## config.mk

```make
export PLATFORM = sky130hd
export DESIGN_NAME = j1_wb_timer
export DESIGN_NICKNAME = d
export VERILOG_FILES = /design/src/rtl/j1_wb_timer.sv
export SDC_FILE = /design/constraint.sdc
export NUM_CORES = 1
export LEC_CHECK = 0
export CORE_UTILIZATION = 40
export DETAILED_ROUTE_END_ITERATION = 12
export GPL_TIMING_DRIVEN = 1
export HOLD_SLACK_MARGIN = 0.1
export PLACE_DENSITY = 0.59
export SYNTH_ARGS = -nofsm -noshare
export SYNTH_HDL_FRONTEND = slang
export SYNTH_SLANG_ARGS = --single-unit
```

## constraint.sdc

```tcl
create_clock -name clk_i -period 5 [get_ports clk_i]
set_input_delay 0.5 -clock clk_i [delete_from_list [all_inputs] [get_ports clk_i]]
set_output_delay 0.5 -clock clk_i [all_outputs]
set_load 0.05 [all_outputs]
```

## src/rtl/j1_wb_timer.sv

```systemverilog
// j1_wb_timer: Wishbone slave timer for the J1 system.
// It has a 16-bit prescaled down-counter with one-shot and auto-reload modes, a sticky
// expiry flag and a level interrupt. Accesses are zero-wait-state. Read data is
// registered, and the output is 0 when the block is not selected, so it can be
// OR-merged with the outputs of other slaves.
module j1_wb_timer #(
  parameter logic [15:0] BaseAdr = 16'h7000
) (
  input  logic        clk_i,
  input  logic        rst_i,
  input  logic [15:0] wb_adr_i,
  input  logic [15:0] wb_dat_i,
  output logic [15:0] wb_dat_o,
  input  logic        wb_stb_i,
  input  logic        wb_cyc_i,
  input  logic        wb_we_i,
  output logic        wb_ack_o,
  output logic        irq_o
);

  localparam logic [2:0] IdxCtrl   = 3'd0;
  localparam logic [2:0] IdxPresc  = 3'd1;
  localparam logic [2:0] IdxReload = 3'd2;
  localparam logic [2:0] IdxCount  = 3'd3;
  localparam logic [2:0] IdxStatus = 3'd4;

  // ctrl bits: [0] en, [1] auto, [2] irq_en
  logic [2:0]  ctrl_q, ctrl_d;
  logic [15:0] presc_q, presc_d;
  logic [15:0] reload_q, reload_d;
  logic [15:0] count_q, count_d;
  logic [15:0] pcnt_q, pcnt_d;
  logic        flag_q, flag_d;
  logic        ack_q, ack_d;
  logic [15:0] dat_q, dat_d;

  logic        sel;
  logic        wr_en;
  logic        rd_en;
  logic [2:0]  idx;
  logic [15:0] rdata;
  logic        tick;
  logic        expire;

  // Address decode, register read mux and timer event detection
  always_comb begin
    sel    = wb_cyc_i & wb_stb_i & (wb_adr_i[15:3] == BaseAdr[15:3]);
    idx    = wb_adr_i[2:0];
    wr_en  = sel & wb_we_i;
    rd_en  = sel & ~wb_we_i;
    tick   = ctrl_q[0] & (pcnt_q >= presc_q);
    expire = tick & (count_q == 16'd0);
    rdata  = 16'd0;
    case (idx)
      IdxCtrl:   rdata = {13'd0, ctrl_q};
      IdxPresc:  rdata = presc_q;
      IdxReload: rdata = reload_q;
      IdxCount:  rdata = count_q;
      IdxStatus: rdata = {15'd0, flag_q};
      default:   rdata = 16'd0;
    endcase
  end

  // Next-state: timer evolution first, then bus writes override where they collide
  always_comb begin
    ctrl_d   = ctrl_q;
    presc_d  = presc_q;
    reload_d = reload_q;
    count_d  = count_q;
    pcnt_d   = pcnt_q;
    flag_d   = flag_q;

    if (!ctrl_q[0]) begin
      pcnt_d = 16'd0;
    end else if (tick) begin
      pcnt_d = 16'd0;
    end else begin
      pcnt_d = pcnt_q + 16'd1;
    end

    if (tick) begin
      if (count_q != 16'd0) begin
        count_d = count_q - 16'd1;
      end else if (ctrl_q[1]) begin
        count_d = reload_q;
      end else begin
        ctrl_d[0] = 1'b0;  // one-shot expiry stops the timer
      end
    end

    if (wr_en) begin
      case (idx)
        IdxCtrl: begin
          ctrl_d = wb_dat_i[2:0];
          if (!wb_dat_i[0]) pcnt_d = 16'd0;
        end
        IdxPresc:  presc_d  = wb_dat_i;
        IdxReload: reload_d = wb_dat_i;
        IdxCount: begin
          count_d = wb_dat_i;
          pcnt_d  = 16'd0;
        end
        IdxStatus: begin
          if (wb_dat_i[0]) flag_d = 1'b0;
        end
        default: ;
      endcase
    end

    // Expiry wins over a same-edge W1C
    if (expire) flag_d = 1'b1;
  end

  // Bus response: ack and read data registered, both zero when not selected
  always_comb begin
    ack_d = sel;
    dat_d = rd_en ? rdata : 16'd0;
  end

  // State registers
  always_ff @(posedge clk_i or posedge rst_i) begin
    if (rst_i) begin
      ctrl_q   <= 3'd0;
      presc_q  <= 16'd0;
      reload_q <= 16'd0;
      count_q  <= 16'd0;
      pcnt_q   <= 16'd0;
      flag_q   <= 1'b0;
      ack_q    <= 1'b0;
      dat_q    <= 16'd0;
    end else begin
      ctrl_q   <= ctrl_d;
      presc_q  <= presc_d;
      reload_q <= reload_d;
      count_q  <= count_d;
      pcnt_q   <= pcnt_d;
      flag_q   <= flag_d;
      ack_q    <= ack_d;
      dat_q    <= dat_d;
    end
  end

  // Outputs come straight from flops
  always_comb begin
    wb_ack_o = ack_q;
    wb_dat_o = dat_q;
    irq_o    = flag_q & ctrl_q[2];
  end

endmodule

```

==> flow_metrics.tcl <==
set metrics [dict create \
    post-route-period-util_pct 60.5 \
    synth-main-ff-cell "dfrtp_1" \
    seq_area_frac_synth_pct 44.3 \
    syn-instance-count 519 \
    dpl_cell_area_mm2 0.00545 \
    vias 4100 \
    drive_gt1_share_pct 7.27 \
    areaGrowthSynthToFinish_pct 19.3 \
    tightest_slew_ns 1.03 \
    antenna_cells 0 \
    syn_area_per_cell_um2 9.25 \
    r2r_setup_slack_ns 1.98 \
    cp-start-kind "flip-flop" \
    cp.required_ns 5.26 \
    fin_tns_setup_ns 0 \
    finalPower_w 0.00140 \
    critPathArrivalTime_ns 3.29 \
    syn-num-nets 575 \
    cap_violations 0 \
    final_core_util_pct 49.5 \
    drt_wl_total_um 13200 \
    ys_types 61 \
    r2r_start "pcnt_q[0]$_DFF_PP0_" \
    drc 1 \
    grt_overflow 0 \
    clkSinkCount 85 \
    nets 615 \
    clk_pin_slew_worst_paths_ns 0.06 \
    ys_ff_latch 85 \
    mostFrequentLayoutCells "85 x dfrtp_1, 57 x nand2_1, 54 x clkdlybuf4s50_1" \
    peakVddDrop_v 0.000144 \
    violations "design-rule violations" \
    drtIter0Drc 270 \
    core_area_mm2 0.0116 \
    io_pins 55 \
    pwr_density_cell_mw_per_mm2 244 \
    gp_congestion 0.837 \
    drv_slew 0 \
    drtAntennaViolNets 0 \
    setup.worst_path.end_class "flip-flop" \
    hold_path_class "flip-flop to flip-flop" \
    hpwlAfterDp_um 9420 \
    clock_skew_ns 0.00899 \
    slew_headroom_pct 31.4 \
    status "finished with violations" \
    synth_edf_count 0 \
    insertion_delay_ns 0.35 \
    cts.htree.levels 3 \
    grt_pass1_wl_um 21600 \
    rsz0062_at_grt "false" \
    cts_setup_buffers 0 \
    fp.dieH_um 112 \
    synth_area_mm2 0.00480 \
    async_reset_ff_share_pct 100 \
    grt_use_total_pct 22.5 \
    holdPathStages 1 \
    yosysWarnings 0 \
    dieArea_mm2 0.0124 \
    wire_per_inst_um 18.6 \
    die_x_um 112 \
    hold_start "reload_q[1]$_DFFE_PP0P_" \
    cts_resized 0 \
    routed_via_density 5.80 \
    portBuffers 54 \
    reg2reg_to "pcnt_q[11]$_DFF_PP0_" \
    clockBufferDepth 2 \
    final_common_cell "dfrtp_1" \
    r2r_cells 8 \
    setup_viol 0 \
    dr.pass1.iters 9 \
    cts-root-buf "clkbuf_16" \
    start_util_pct 41.5 \
    grt_max_degree 45 \
    rows 39 \
    hold_buffers 0 \
    finalInstanceArea_mm2 0.00573 \
    cts_inserted_buffers 9 \
    antenna_found_initial 0 \
    p_leak_nw 2.55 \
    cp_max_fo 16 \
    fmax_ghz 0.331 \
    period_minus_slack_ns 3.02 \
    min_delay_worst_endpoint "reload_q[1]$_DFFE_PP0P_" \
    hold_viol_final 0 \
    grt_pass1_vias 3977 \
    cts_tree "built" \
    crit_type "flip-flop to flip-flop" \
]
==> routing by layer <==
metal  share of wire [%]  global-route usage, %  wire, um  vias up
li1                    -                      -         -     1938
met1                  46                   31.7      6060     2035
met2                  46                   33.9      6080      106
met3                 5.4                   4.79       713       21
met4                 2.4                   8.56       315        0
met5                   0                      0         0        -
==> cell type report <==
| class | count | area [um^2] |
|---|---|---|
| Clock inverter | 4 | 22.5 |
| Multi-Input combinational cell | 375 | 2440 |
| Sequential cell | 85 | 2130 |
| Fill cell | 1078 | 5840 |
| Inverter | 26 | 98.8 |
| Tap cell | 143 | 179 |
| Clock buffer | 12 | 256 |
| Timing Repair Buffer | 62 | 601 |
==> state kept, by name (all words and copies together), names as in the netlist <==
signal	cells
wb_dat_o	16
pcnt_q	16
flag_q	1
ctrl_q	3
reload_q	16
wb_ack_o	1
count_q	16
presc_q	16
==> through the flow <==
stage / worst slack (ns) / cells / hold WS [ns]
6_report: 1.98 / 707 / 0.522
3_5_place_dp: 1.87 / 691 / 0.504
2_1_floorplan: 2.31 / 519 / 0.474
3_3_place_gp: 1.94 / 691 / 0.490
5_1_grt: 1.70 / 707 / 0.556
4_1_cts: 1.94 / 707 / 0.516
==> how the worst max path moves through the flow <==
stage | start | endpoint | slack (ns) | cells past startpoint
6_report | pcnt_q[0]$_DFF_PP0_ | pcnt_q[11]$_DFF_PP0_ | 1.98 | 8
5_1_grt | pcnt_q[0]$_DFF_PP0_ | pcnt_q[11]$_DFF_PP0_ | 1.70 | 8
4_1_cts | pcnt_q[0]$_DFF_PP0_ | pcnt_q[11]$_DFF_PP0_ | 1.94 | 8
3_5_place_dp | wb_stb_i | pcnt_q[12]$_DFF_PP0_ | 1.87 | 7
3_3_place_gp | wb_stb_i | pcnt_q[14]$_DFF_PP0_ | 1.94 | 7
2_1_floorplan | rst_i | count_q[0]$_DFF_PP0_ | 2.31 | 1
==> cell usage after synthesis (all sizes together) (3+ instances only) <==
library cell,instances,area (um^2)
or3,5,31.3
xor2,7,61.3
nor3,9,45.0
mux2i,9,90.1
a221oi,3,26.3
o31ai,4,30.0
and3,7,43.8
or4,5,41.3
o41ai,5,43.8
buf,8,48.8
nor2,52,195
nor2b,5,31.3
nand4,7,50.1
nand3,16,80.1
and2,4,25.0
nand2,57,214
xnor2,6,52.6
o211ai,5,37.5
o21ai,53,265
inv,26,97.6
clkbuf,25,93.8
nor4,7,50.1
a21oi,13,65.1
dfrtp,85,2130
and4,3,26.3
ha,19,238
a31oi,9,56.3
a22oi,13,97.6
mux2,20,225
==> critical path, cell delays in order (launching register included) <==
cell and delay, ns:
dfrtp_1 0.43, inv_1 0.06, ha_1 0.26, nand2b_1 0.14
a2111oi_0 0.49, o31a_1 0.25, nand3_1 0.25, or4_1 0.84
a21oi_1 0.22
==> where the power goes <==
part           total (W)  switching [W]  internal (W)
registers       0.000688   0.0000000539      0.000688
clock network   0.000630       0.000269      0.000361
logic          0.0000771      0.0000418     0.0000353
==> kinds of logic after synthesis <==
logic type                 Yosys count  share of synthesized area [%]
and+or+nand+nor                    189                           19.7
AOI/OAI and AO/OA                  123                           16.1
DFF                                 85                           44.3
buffers and inverters               59                           5.01
muxes                               31                           7.51
adders and majority gates           19                           4.95
xor gates and xnor gates            13                           2.37
No activity file was read; power rests on OpenSTA's default activity.
